File: src/rtl/mem_port_arbiter_if.sv
// Bundle of fetch, load/store and downstream memory signals for mem_port_arbiter.
// slave is the arbiter's view; master is the core/memory-model side.
interface mem_port_arbiter_if;
  logic        if_req;
  logic [31:0] if_addr;
  logic        if_flush;
  logic [31:0] if_rdata;
  logic        if_valid;
  logic        if_stall;

  logic        dm_req;
  logic        dm_we;
  logic [2:0]  dm_type;
  logic [31:0] dm_addr;
  logic [31:0] dm_wdata;
  logic [31:0] dm_rdata;
  logic        dm_valid;
  logic        dm_err;
  logic        dm_stall;

  logic        mem_req;
  logic        mem_we;
  logic [31:0] mem_addr;
  logic [31:0] mem_wdata;
  logic [3:0]  mem_wstrb;
  logic [31:0] mem_rdata;
  logic        mem_ack;

  modport slave (
    input  if_req, if_addr, if_flush,
    output if_rdata, if_valid, if_stall,
    input  dm_req, dm_we, dm_type, dm_addr, dm_wdata,
    output dm_rdata, dm_valid, dm_err, dm_stall,
    output mem_req, mem_we, mem_addr, mem_wdata, mem_wstrb,
    input  mem_rdata, mem_ack
  );

  modport master (
    output if_req, if_addr, if_flush,
    input  if_rdata, if_valid, if_stall,
    output dm_req, dm_we, dm_type, dm_addr, dm_wdata,
    input  dm_rdata, dm_valid, dm_err, dm_stall,
    input  mem_req, mem_we, mem_addr, mem_wdata, mem_wstrb,
    output mem_rdata, mem_ack
  );
endinterface

File: src/rtl/mem_port_arbiter.sv
// Arbitrates one memory port between instruction fetch and load/store, with
// byte strobes, load extension, misalignment detection and fetch-starvation guard.
module mem_port_arbiter #(
  parameter int unsigned STARVE_MAX = 4
) (
  input logic              clk,
  input logic              rstn,
  mem_port_arbiter_if.slave bus
);

  localparam logic [1:0] S_IDLE   = 2'd0;
  localparam logic [1:0] S_I_WAIT = 2'd1;
  localparam logic [1:0] S_D_WAIT = 2'd2;
  localparam logic [1:0] S_DONE   = 2'd3;
  localparam logic [3:0] STARVE_LIM = 4'(STARVE_MAX);

  logic [1:0]  state;
  logic [3:0]  starve_cnt;
  logic        drop;
  logic        done_if;
  logic        err_q;
  logic [2:0]  ld_type;
  logic [1:0]  ld_off;
  logic [31:0] rdata_q;

  logic        mem_req_q;
  logic        mem_we_q;
  logic [31:0] mem_addr_q;
  logic [31:0] mem_wdata_q;
  logic [3:0]  mem_wstrb_q;

  logic        if_ok;
  logic        if_force;
  logic        misaligned;
  logic [3:0]  st_strb;
  logic [31:0] st_wdata;
  logic [7:0]  ld_byte;
  logic [15:0] ld_half;
  logic [31:0] ld_ext;

  assign if_ok    = bus.if_req & ~bus.if_flush;
  assign if_force = if_ok && (starve_cnt == STARVE_LIM);

  always_comb begin
    misaligned = 1'b0;
    st_strb    = 4'b1111;
    st_wdata   = bus.dm_wdata;
    case (bus.dm_type[1:0])
      2'b00: begin
        st_strb  = 4'b0001 << bus.dm_addr[1:0];
        st_wdata = {4{bus.dm_wdata[7:0]}};
      end
      2'b01: begin
        misaligned = bus.dm_addr[0];
        st_strb    = 4'b0011 << {bus.dm_addr[1], 1'b0};
        st_wdata   = {2{bus.dm_wdata[15:0]}};
      end
      default: misaligned = (bus.dm_addr[1:0] != 2'b00);
    endcase
  end

  always_ff @(posedge clk or negedge rstn) begin
    if (!rstn) begin
      state       <= S_IDLE;
      starve_cnt  <= '0;
      drop        <= 1'b0;
      done_if     <= 1'b0;
      err_q       <= 1'b0;
      ld_type     <= '0;
      ld_off      <= '0;
      rdata_q     <= '0;
      mem_req_q   <= 1'b0;
      mem_we_q    <= 1'b0;
      mem_addr_q  <= '0;
      mem_wdata_q <= '0;
      mem_wstrb_q <= '0;
    end else begin
      case (state)
        S_IDLE: begin
          drop <= 1'b0;
          if (bus.dm_req && !if_force) begin
            done_if <= 1'b0;
            ld_type <= bus.dm_type;
            ld_off  <= bus.dm_addr[1:0];
            // saturate so a flushed fetch cannot wrap the counter past the limit
            if (!bus.if_req)
              starve_cnt <= '0;
            else if (starve_cnt != STARVE_LIM)
              starve_cnt <= starve_cnt + 4'd1;
            if (misaligned) begin
              err_q   <= 1'b1;
              rdata_q <= '0;
              state   <= S_DONE;
            end else begin
              err_q       <= 1'b0;
              mem_req_q   <= 1'b1;
              mem_we_q    <= bus.dm_we;
              mem_addr_q  <= {bus.dm_addr[31:2], 2'b00};
              mem_wdata_q <= st_wdata;
              mem_wstrb_q <= bus.dm_we ? st_strb : 4'b0000;
              state       <= S_D_WAIT;
            end
          end else if (if_ok) begin
            done_if     <= 1'b1;
            err_q       <= 1'b0;
            starve_cnt  <= '0;
            mem_req_q   <= 1'b1;
            mem_we_q    <= 1'b0;
            mem_addr_q  <= bus.if_addr & ~32'd3;
            mem_wstrb_q <= 4'b0000;
            state       <= S_I_WAIT;
          end
        end
        S_I_WAIT, S_D_WAIT: begin
          if (state == S_I_WAIT && bus.if_flush)
            drop <= 1'b1;
          if (bus.mem_ack) begin
            rdata_q   <= bus.mem_rdata;
            mem_req_q <= 1'b0;
            state     <= S_DONE;
          end
        end
        default: begin
          drop  <= 1'b0;
          state <= S_IDLE;
        end
      endcase
    end
  end

  always_comb begin
    case (ld_off)
      2'd1:    ld_byte = rdata_q[15:8];
      2'd2:    ld_byte = rdata_q[23:16];
      2'd3:    ld_byte = rdata_q[31:24];
      default: ld_byte = rdata_q[7:0];
    endcase
    ld_half = ld_off[1] ? rdata_q[31:16] : rdata_q[15:0];
    case (ld_type)
      3'b000:  ld_ext = {{24{ld_byte[7]}}, ld_byte};
      3'b001:  ld_ext = {{16{ld_half[15]}}, ld_half};
      3'b100:  ld_ext = {24'd0, ld_byte};
      3'b101:  ld_ext = {16'd0, ld_half};
      default: ld_ext = rdata_q;
    endcase
  end

  // a flush arriving in the completion cycle still kills the fetch result
  assign bus.if_valid  = (state == S_DONE) & done_if & ~drop & ~bus.if_flush;
  assign bus.dm_valid  = (state == S_DONE) & ~done_if;
  assign bus.dm_err    = bus.dm_valid & err_q;
  assign bus.if_rdata  = rdata_q;
  assign bus.dm_rdata  = (bus.dm_valid && !err_q) ? ld_ext : '0;
  assign bus.if_stall  = rstn & bus.if_req & ~bus.if_valid;
  assign bus.dm_stall  = rstn & bus.dm_req & ~bus.dm_valid;

  assign bus.mem_req   = mem_req_q;
  assign bus.mem_we    = mem_we_q;
  assign bus.mem_addr  = mem_addr_q;
  assign bus.mem_wdata = mem_wdata_q;
  assign bus.mem_wstrb = mem_wstrb_q;

endmodule

File: src/flat_wrapper.sv
// flat-port wrapper written by rule: the top's interface ports become plain ports
module mem_port_arbiter_flat 
#(
  parameter int unsigned STARVE_MAX = 4
)
  (clk, rstn, bus_if_req, bus_if_addr, bus_if_flush, bus_if_rdata, bus_if_valid, bus_if_stall, bus_dm_req, bus_dm_we, bus_dm_type, bus_dm_addr, bus_dm_wdata, bus_dm_rdata, bus_dm_valid, bus_dm_err, bus_dm_stall, bus_mem_req, bus_mem_we, bus_mem_addr, bus_mem_wdata, bus_mem_wstrb, bus_mem_rdata, bus_mem_ack);
  mem_port_arbiter_if bus_i ();
  input logic clk;
  input logic rstn;
  input wire logic [$bits(bus_i.if_req)-1:0] bus_if_req;
  input wire logic [$bits(bus_i.if_addr)-1:0] bus_if_addr;
  input wire logic [$bits(bus_i.if_flush)-1:0] bus_if_flush;
  output wire logic [$bits(bus_i.if_rdata)-1:0] bus_if_rdata;
  output wire logic [$bits(bus_i.if_valid)-1:0] bus_if_valid;
  output wire logic [$bits(bus_i.if_stall)-1:0] bus_if_stall;
  input wire logic [$bits(bus_i.dm_req)-1:0] bus_dm_req;
  input wire logic [$bits(bus_i.dm_we)-1:0] bus_dm_we;
  input wire logic [$bits(bus_i.dm_type)-1:0] bus_dm_type;
  input wire logic [$bits(bus_i.dm_addr)-1:0] bus_dm_addr;
  input wire logic [$bits(bus_i.dm_wdata)-1:0] bus_dm_wdata;
  output wire logic [$bits(bus_i.dm_rdata)-1:0] bus_dm_rdata;
  output wire logic [$bits(bus_i.dm_valid)-1:0] bus_dm_valid;
  output wire logic [$bits(bus_i.dm_err)-1:0] bus_dm_err;
  output wire logic [$bits(bus_i.dm_stall)-1:0] bus_dm_stall;
  output wire logic [$bits(bus_i.mem_req)-1:0] bus_mem_req;
  output wire logic [$bits(bus_i.mem_we)-1:0] bus_mem_we;
  output wire logic [$bits(bus_i.mem_addr)-1:0] bus_mem_addr;
  output wire logic [$bits(bus_i.mem_wdata)-1:0] bus_mem_wdata;
  output wire logic [$bits(bus_i.mem_wstrb)-1:0] bus_mem_wstrb;
  input wire logic [$bits(bus_i.mem_rdata)-1:0] bus_mem_rdata;
  input wire logic [$bits(bus_i.mem_ack)-1:0] bus_mem_ack;
  assign bus_i.if_req = bus_if_req;
  assign bus_i.if_addr = bus_if_addr;
  assign bus_i.if_flush = bus_if_flush;
  assign bus_if_rdata = bus_i.if_rdata;
  assign bus_if_valid = bus_i.if_valid;
  assign bus_if_stall = bus_i.if_stall;
  assign bus_i.dm_req = bus_dm_req;
  assign bus_i.dm_we = bus_dm_we;
  assign bus_i.dm_type = bus_dm_type;
  assign bus_i.dm_addr = bus_dm_addr;
  assign bus_i.dm_wdata = bus_dm_wdata;
  assign bus_dm_rdata = bus_i.dm_rdata;
  assign bus_dm_valid = bus_i.dm_valid;
  assign bus_dm_err = bus_i.dm_err;
  assign bus_dm_stall = bus_i.dm_stall;
  assign bus_mem_req = bus_i.mem_req;
  assign bus_mem_we = bus_i.mem_we;
  assign bus_mem_addr = bus_i.mem_addr;
  assign bus_mem_wdata = bus_i.mem_wdata;
  assign bus_mem_wstrb = bus_i.mem_wstrb;
  assign bus_i.mem_rdata = bus_mem_rdata;
  assign bus_i.mem_ack = bus_mem_ack;
  mem_port_arbiter #(.STARVE_MAX(STARVE_MAX)) u_core (.clk(clk), .rstn(rstn), .bus(bus_i));
endmodule
File: config.mk
export PLATFORM = sky130hd
export DESIGN_NAME = mem_port_arbiter_flat
export DESIGN_NICKNAME = d
export VERILOG_FILES = /design/src/rtl/mem_port_arbiter_if.sv /design/src/rtl/mem_port_arbiter.sv /design/src/flat_wrapper.sv
export SDC_FILE = /design/constraint.sdc
export NUM_CORES = 1
export LEC_CHECK = 0
export CORE_MARGIN = 2
export CORE_UTILIZATION = 43
export DETAILED_ROUTE_END_ITERATION = 6
export GPL_TIMING_DRIVEN = 0
export HOLD_SLACK_MARGIN = 0.03
export PLACE_DENSITY = 0.82
export SETUP_SLACK_MARGIN = 0.05
export SLEW_MARGIN = 20
export SYNTH_ARGS = -nofsm -noshare
export SYNTH_HDL_FRONTEND = slang
export SYNTH_SLANG_ARGS = --single-unit
export TNS_END_PERCENT = 1
File: constraint.sdc
create_clock -name clk -period 2.6 [get_ports clk]
set_input_delay 0.52 -clock clk [delete_from_list [all_inputs] [get_ports clk]]
set_output_delay 0.52 -clock clk [all_outputs]
set_load 0.01 [all_outputs]
==> reports/results.txt, run 1 <==
Post-synth top flop -> dfrtp_1
max-cap violation count -> 0
CTS sink cnt -> 114
overall routing resource usage -> 26.0%
initial antenna violation count -> 0
CP Max Fanout -> 5
# port buffers -> 271
Final Slew Violations -> 0
CP startpoint kind -> flop
total grt overflow -> 0
final WL -> 20000 um
slowest cell on the critical path -> dfrtp_1
first-pass GRT wire length -> 32100 um
unrepaired setup endpoints after global routing -> true
cell row count -> 44
worst min-delay path class -> in -> async
period utilization -> 104%
Register Area -> 2850 um^2
post-layout worst setup margin -> -0.101 ns
failing checks -> setup timing
# DRC -> 0
Final Hold Vio Count -> 0
LEAKAGE -> 4.69 nW
Syn Inst Count -> 583
ANT cells -> 0
Power Total -> 12.0 mW
CTS Buffer Depth -> 2
async set-reset flop share out of synthesis -> 100%
nature of the critical path endpoint -> output port
hold slack final -> 0.0652 ns
post-route ant nets -> 0
Synth Area per Inst -> 10.8 um^2
worst path cell trace -> buf_6, mux2_4, mux2i_4, nor4_4, buf_4, buf_6, buf_6, a21o_1, buf_2
CP max stage delay -> 0.39 ns
Final Skew -> 0.00827 ns
area growth from synthesis to layout -> 60.8%
number of flops mapped to enable cells by yosys -> 0
Clock Latency Late Sink -> 0.42 ns
fmax -> 370 MHz
Ys Warns -> 0
Initial DRT Pass Iterations -> 5
Initial Utilization -> 43.8%
worst IR drop on VDD -> 620 uV
Slew HR -> 52.1%
P per Cell Area -> 1180 nW/um^2
NumNets Final -> 1038
Avg WL per Cell -> 18.4 um
Netlist cell types -> 52
area of the multi-input gates -> 3200 um^2
core footprint -> 14400 um^2
H-Tree Depth -> 4
IO Count -> 277
Syn Std Cell Area -> 6310 um^2
most frequent CP cell -> buf_6
largest net degree at the start of global routing -> 61
clk root buf -> clkbuf_16
final setup vio count -> 10
Crit path arrival time -> 2.18 ns
Worst Path Required -> 2.08 ns
Seq cells post-synth -> 114
clk slew on worst S/H paths -> 0.05 ns
Die Span Y -> 125 um
post-DP HPWL -> 14600 um
post-route cell area -> 10200 um^2
outcome -> complete, but fails checks
Vias -> 5741
share of layout cells above drive strength 1 -> 23.6%
Final GP Congestion -> 0.876
kind of critical path -> reg -> out
cts bufs inserted -> 17
fin crit period -> 2.70 ns
Filler Cells Inserted -> 1111
First DRT Iteration DRCs -> 339
Die Wd -> 125 um
DR vias/cell -> 5.27
vias in the first global route -> 5977
Die ar. -> 15700 um^2
Layout Cells excl Fill -> 1090
register area share after synthesis -> 45.2%
Post-Place Cell Area -> 9290 um^2
placed cells -> 1040
Slew @ Worst Pin -> 0.719 ns
CTS tree -> yes
## final cells by class
cell class	count	area share (%)
Tap cell	184	2.27
Buffer	36	2.75
Clock inverter	10	2.01
Timing Repair Buffer	291	27.2
Sequential cell	114	28.1
Multi-Input combinational cell	389	31.5
Inverter	44	1.63
Clock buffer	22	4.57
## what timing repair did
| item | 4_1_cts | 5_1_grt |
|---|---|---|
| buffers inserted | 14 | 3 |
| hold buffers | 0 | 0 |
| endpoints found under the hold margin | 0 | 0 |
| cloned | 1 | 1 |
| resized for setup | 141 | 33 |
| setup endpoints to repair | 34 | 36 |
| pin swaps | 7 | 5 |
## worst max-delay path, delay by kind of cell, from the launching register on
kind,cells,cell delay [ns]
flip-flops,1,0.39
buffers and inverters,5,0.64
AND/OR/NAND/NOR,1,0.08
multiplexers,2,0.50
AO/OA/AOI/OAI,1,0.15
## cell usage in the layout (no fill, tap or decap), types with 3 or more instances in the layout
| cell type | instances |
|---|---|
| o22ai_1 | 5 |
| a221oi_2 | 6 |
| clkdlybuf4s50_1 | 237 |
| and2_1 | 3 |
| dfrtp_1 | 114 |
| nand3_1 | 3 |
| nor2_1 | 15 |
| a21o_1 | 18 |
| buf_12 | 3 |
| a21oi_1 | 36 |
| ha_1 | 5 |
| inv_1 | 43 |
| clkbuf_16 | 17 |
| nand2_1 | 74 |
| mux2i_1 | 59 |
| buf_6 | 17 |
| a32o_1 | 4 |
| bufinv_16 | 6 |
| nand2b_1 | 6 |
| o21ai_0 | 26 |
| clkinv_2 | 3 |
| nor3_1 | 5 |
| clkbuf_2 | 8 |
| mux2_1 | 5 |
| buf_4 | 15 |
| mux2_4 | 32 |
| buf_2 | 35 |
| mux2_2 | 43 |
| clkbuf_1 | 9 |
## layer usage
| metal | vias to the layer above | wire length (um) | part of all wire [%] | track usage [%] |
|---|---|---|---|---|
| li1 | 2645 | - | - | - |
| met1 | 2792 | 8100 | 40 | 32.0 |
| met2 | 258 | 9600 | 48 | 42.6 |
| met3 | 46 | 1650 | 8.2 | 7.74 |
| met4 | 0 | 690 | 3.4 | 11.4 |
| met5 | - | 0 | 0 | 0 |
## path summary, 6_finish.rpt
path	start	end	slack (ns)	cells past startpoint
max	u_core.ld_off[1]	bus_dm_rdata[31]	-0.10	9
min	rstn	u_core.bus.mem_addr[28]	0.07	1
max reg2reg	u_core.state[0]	u_core.bus.mem_wdata[5]	0.23	9
min reg2reg	u_core.bus.mem_wdata[6]	u_core.bus.mem_wdata[6]	0.48	1
max in group asynchronous	rstn	u_core.bus.mem_wdata[6]	1.84	2
min in group clk	u_core.bus.mem_wdata[6]	u_core.bus.mem_wdata[6]	0.48	1
## cell families (layout without fill, tap and decap cells)
kind of cell | Yosys count | count (layout) | synth area share, %
mux | 140 | 140 | 25.6
simple gates | 122 | 122 | 8.76
compound gates | 118 | 118 | 12.2
flops | 114 | 114 | 45.2
buf+inv | 81 | 403 | 6.82
fa+ha+maj | 7 | 7 | 1.39
other cells | 1 | 2 | 0.0594
## cells in the mapped netlist, drive strengths merged (2+ instances only)
cell type / instances / area share, %
a21o: 18 / 2.1
a21oi: 37 / 2.9
a221oi: 8 / 1.1
a22o: 2 / 0.28
a32o: 4 / 0.63
and2: 3 / 0.30
buf: 29 / 3.7
clkbuf: 8 / 0.48
dfrtp: 114 / 45
ha: 7 / 1.4
inv: 44 / 2.6
mux2: 80 / 16
mux2i: 60 / 9.5
nand2: 75 / 4.5
nand2b: 7 / 0.69
nand3: 4 / 0.32
nor2: 18 / 1.2
nor3: 7 / 0.55
o21ai: 29 / 2.4
o22ai: 6 / 0.59
o31ai: 2 / 0.24
## power by group
part | switching, mW | total [mW] | internal, mW
logic | 2.85 | 6.14 | 3.29
registers | 0.613 | 3.23 | 2.62
clock network | 0.804 | 2.65 | 1.84
## through the flow
stage          setup TNS [ns]  utilization (%)  setup slack [ns]
6_report               -0.330             70.4            -0.101
5_1_grt                 -1.63             70.4            -0.168
4_1_cts                 -2.00             70.0            -0.196
3_5_place_dp            -7.93             64.4            -0.467
3_3_place_gp          -431.31             64.2             -4.00
2_1_floorplan               0                -             0.479
## registers in the layout, indices dropped and copies added (netlist names)
name	flops
u_core.bus.if_rdata	32
u_core.bus.mem_req	1
u_core.bus.mem_wdata	32
u_core.state	2
u_core.starve_cnt	4
u_core.bus.mem_we	1
u_core.err_q	1
u_core.done_if	1
u_core.drop	1
u_core.bus.mem_addr	30
u_core.bus.mem_wstrb	4
u_core.ld_off	2
u_core.ld_type	3
Note: power is estimated with default switching activity, not from simulation.
==> inputs of run 2 (changes only) <==
--- a/config.mk
+++ b/config.mk
@@ -5,9 +5,11 @@
 export SDC_FILE = /design/constraint.sdc
 export NUM_CORES = 1
 export LEC_CHECK = 0
+export CAP_MARGIN = 25
 export CORE_MARGIN = 2
 export CORE_UTILIZATION = 43
 export DETAILED_ROUTE_END_ITERATION = 6
+export GPL_ROUTABILITY_DRIVEN = 0
 export GPL_TIMING_DRIVEN = 0
 export HOLD_SLACK_MARGIN = 0.03
 export PLACE_DENSITY = 0.82
==> run 2 against run 1 <==
  * The flow still finishes with violations (setup timing)
  * Clock skew unchanged
  * Sequential power about the same
  * Combinational power about the same
  * First-iteration DRC count unchanged
  * Wire length unchanged
  * Register-to-register slack about the same
  * Largest power group unchanged
==> reports/results.txt, run 2 (synthesized netlist as in run 1, its figures left out) <==
slowest cell on the critical path -> dfrtp_1
failing checks -> setup timing
Die Span Y -> 125 um
NumNets Final -> 1038
CP Max Fanout -> 5
core footprint -> 14400 um^2
CTS tree -> yes
DP Worst Slack -> -0.467 ns
DR vias/cell -> 5.27
Die ar. -> 15700 um^2
vias in the first global route -> 5977
overall routing resource usage -> 26.0%
Initial Utilization -> 43.8%
layer with the highest usage -> met2
Final Hold Vio Count -> 0
max-cap violation count -> 0
share of layout cells above drive strength 1 -> 23.6%
setup TNS -> -0.330 ns
most common cell after layout, fill and taps aside -> clkdlybuf4s50_1
kind of critical path -> reg -> out
Avg WL per Cell -> 18.4 um
hold slack final -> 0.0652 ns
period utilization -> 104%
final WL -> 20000 um
first-pass GRT wire length -> 32100 um
clk slew on worst S/H paths -> 0.05 ns
ANT cells -> 0
P per Cell Area -> 1180 nW/um^2
CTS Buffer Depth -> 2
CTS sink cnt -> 114
# port buffers -> 271
IO Count -> 277
met2 Use GR -> 42.6%
cts bufs inserted -> 17
area of the multi-input gates -> 3200 um^2
fmax -> 370 MHz
Vias -> 5741
Final Slew Violations -> 0
Clock Latency Late Sink -> 0.42 ns
fin crit period -> 2.70 ns
# DRC -> 0
final core utilization -> 70.4%
area growth from synthesis to layout -> 60.8%
post-layout worst setup margin -> -0.101 ns
Initial DRT Pass Iterations -> 5
outcome -> complete, but fails checks
H-Tree Depth -> 4
worst path cell trace -> buf_6, mux2_4, mux2i_4, nor4_4, buf_4, buf_6, buf_6, a21o_1, buf_2
Crit path arrival time -> 2.18 ns
M1 GR Usage -> 32.0%
clk root buf -> clkbuf_16
hold-fix buffers at CTS -> 0
Die Wd -> 125 um
initial antenna violation count -> 0
total grt overflow -> 0
GRT met3 Usage -> 7.74%
post-DP HPWL -> 14600 um
Slew @ Worst Pin -> 0.719 ns
post-route ant nets -> 0
First DRT Iteration DRCs -> 339
worst min-delay path class -> in -> async
Slew HR -> 52.1%
Worst Path Required -> 2.08 ns
Filler Cells Inserted -> 1111
CP max stage delay -> 0.39 ns
Final Skew -> 0.00827 ns
unrepaired setup endpoints after global routing -> true
final setup vio count -> 10
CP startpoint kind -> flop
largest net degree at the start of global routing -> 61
nature of the critical path endpoint -> output port
Register Area -> 2850 um^2
worst IR drop on VDD -> 620 uV
cell row count -> 44
most frequent cells in the layout -> clkdlybuf4s50_1, dfrtp_1, nand2_1, mux2i_1
most frequent CP cell -> buf_6
LEAKAGE -> 4.69 nW
-- run 2: cell counts in the layout (fill, tap and decap cells not counted) --
Identical to the previous run, type by type.
-- run 2: worst max-delay path, delay by kind of cell, from the launching register on --
kind                   cells  cell delay, ns
AOI/OAI and AO/OA          1            0.15
buffers and inverters      5            0.64
DFF                        1            0.39
muxes                      2            0.50
and+or+nand+nor            1            0.08
-- run 2: metal layers --
metal	up-vias	share of wire (%)
met1	2792	40
met4	0	3.4
met3	46	8.2
met2	258	48
li1	2645	-
met5	-	0
-- run 2: path summary, 6_finish.rpt --
path	from	end	slack, ns	cells past startpoint
worst max-delay path	u_core.ld_off[1]	bus_dm_rdata[31]	-0.10	9
worst min-delay path	rstn	u_core.bus.mem_addr[28]	0.07	1
worst max register to register	u_core.state[0]	u_core.bus.mem_wdata[5]	0.23	9
worst min register to register	u_core.bus.mem_wdata[6]	u_core.bus.mem_wdata[6]	0.48	1
max in group asynchronous	rstn	u_core.bus.mem_wdata[6]	1.84	2
min in group clk	u_core.bus.mem_wdata[6]	u_core.bus.mem_wdata[6]	0.48	1
-- run 2: area by class of cell --
class	count	area share, %
Multi-Input combinational cell	389	31.5
Sequential cell	114	28.1
Timing Repair Buffer	291	27.2
Clock buffer	22	4.57
Buffer	36	2.75
Tap cell	184	2.27
Clock inverter	10	2.01
Inverter	44	1.63
-- run 2: timing repair --
| action | 4_1_cts | 5_1_grt |
|---|---|---|
| cloned | 1 | 1 |
| endpoints found under the setup margin | 34 | 36 |
| pin swaps | 7 | 5 |
| gates resized for setup | 141 | 33 |
| setup buffers | 14 | 3 |
-- run 2: where the power goes --
group | internal [mW] | switching, mW
Combinational | 3.29 | 2.85
Clock | 1.84 | 0.804
Sequential | 2.62 | 0.613
-- run 2: per-stage QoR --
stage,cell area (um^2),total power [mW],cells
2_1_floorplan,6320,6.38,584
3_3_place_gp,9260,8.95,1039
3_5_place_dp,9290,9.07,1040
4_1_cts,10100,12.0,1087
5_1_grt,10200,12.7,1090
6_report,10200,12.0,1090
==> inputs of run 3 (changes only) <==
--- a/config.mk
+++ b/config.mk
@@ -8,6 +8,7 @@
 export CAP_MARGIN = 25
 export CORE_MARGIN = 2
 export CORE_UTILIZATION = 43
+export CTS_CLUSTER_DIAMETER = 60
 export DETAILED_ROUTE_END_ITERATION = 6
 export GPL_ROUTABILITY_DRIVEN = 0
 export GPL_TIMING_DRIVEN = 0
==> results of run 3 <==
No change in the layout: final DEF, timing and power equal those of run 2.
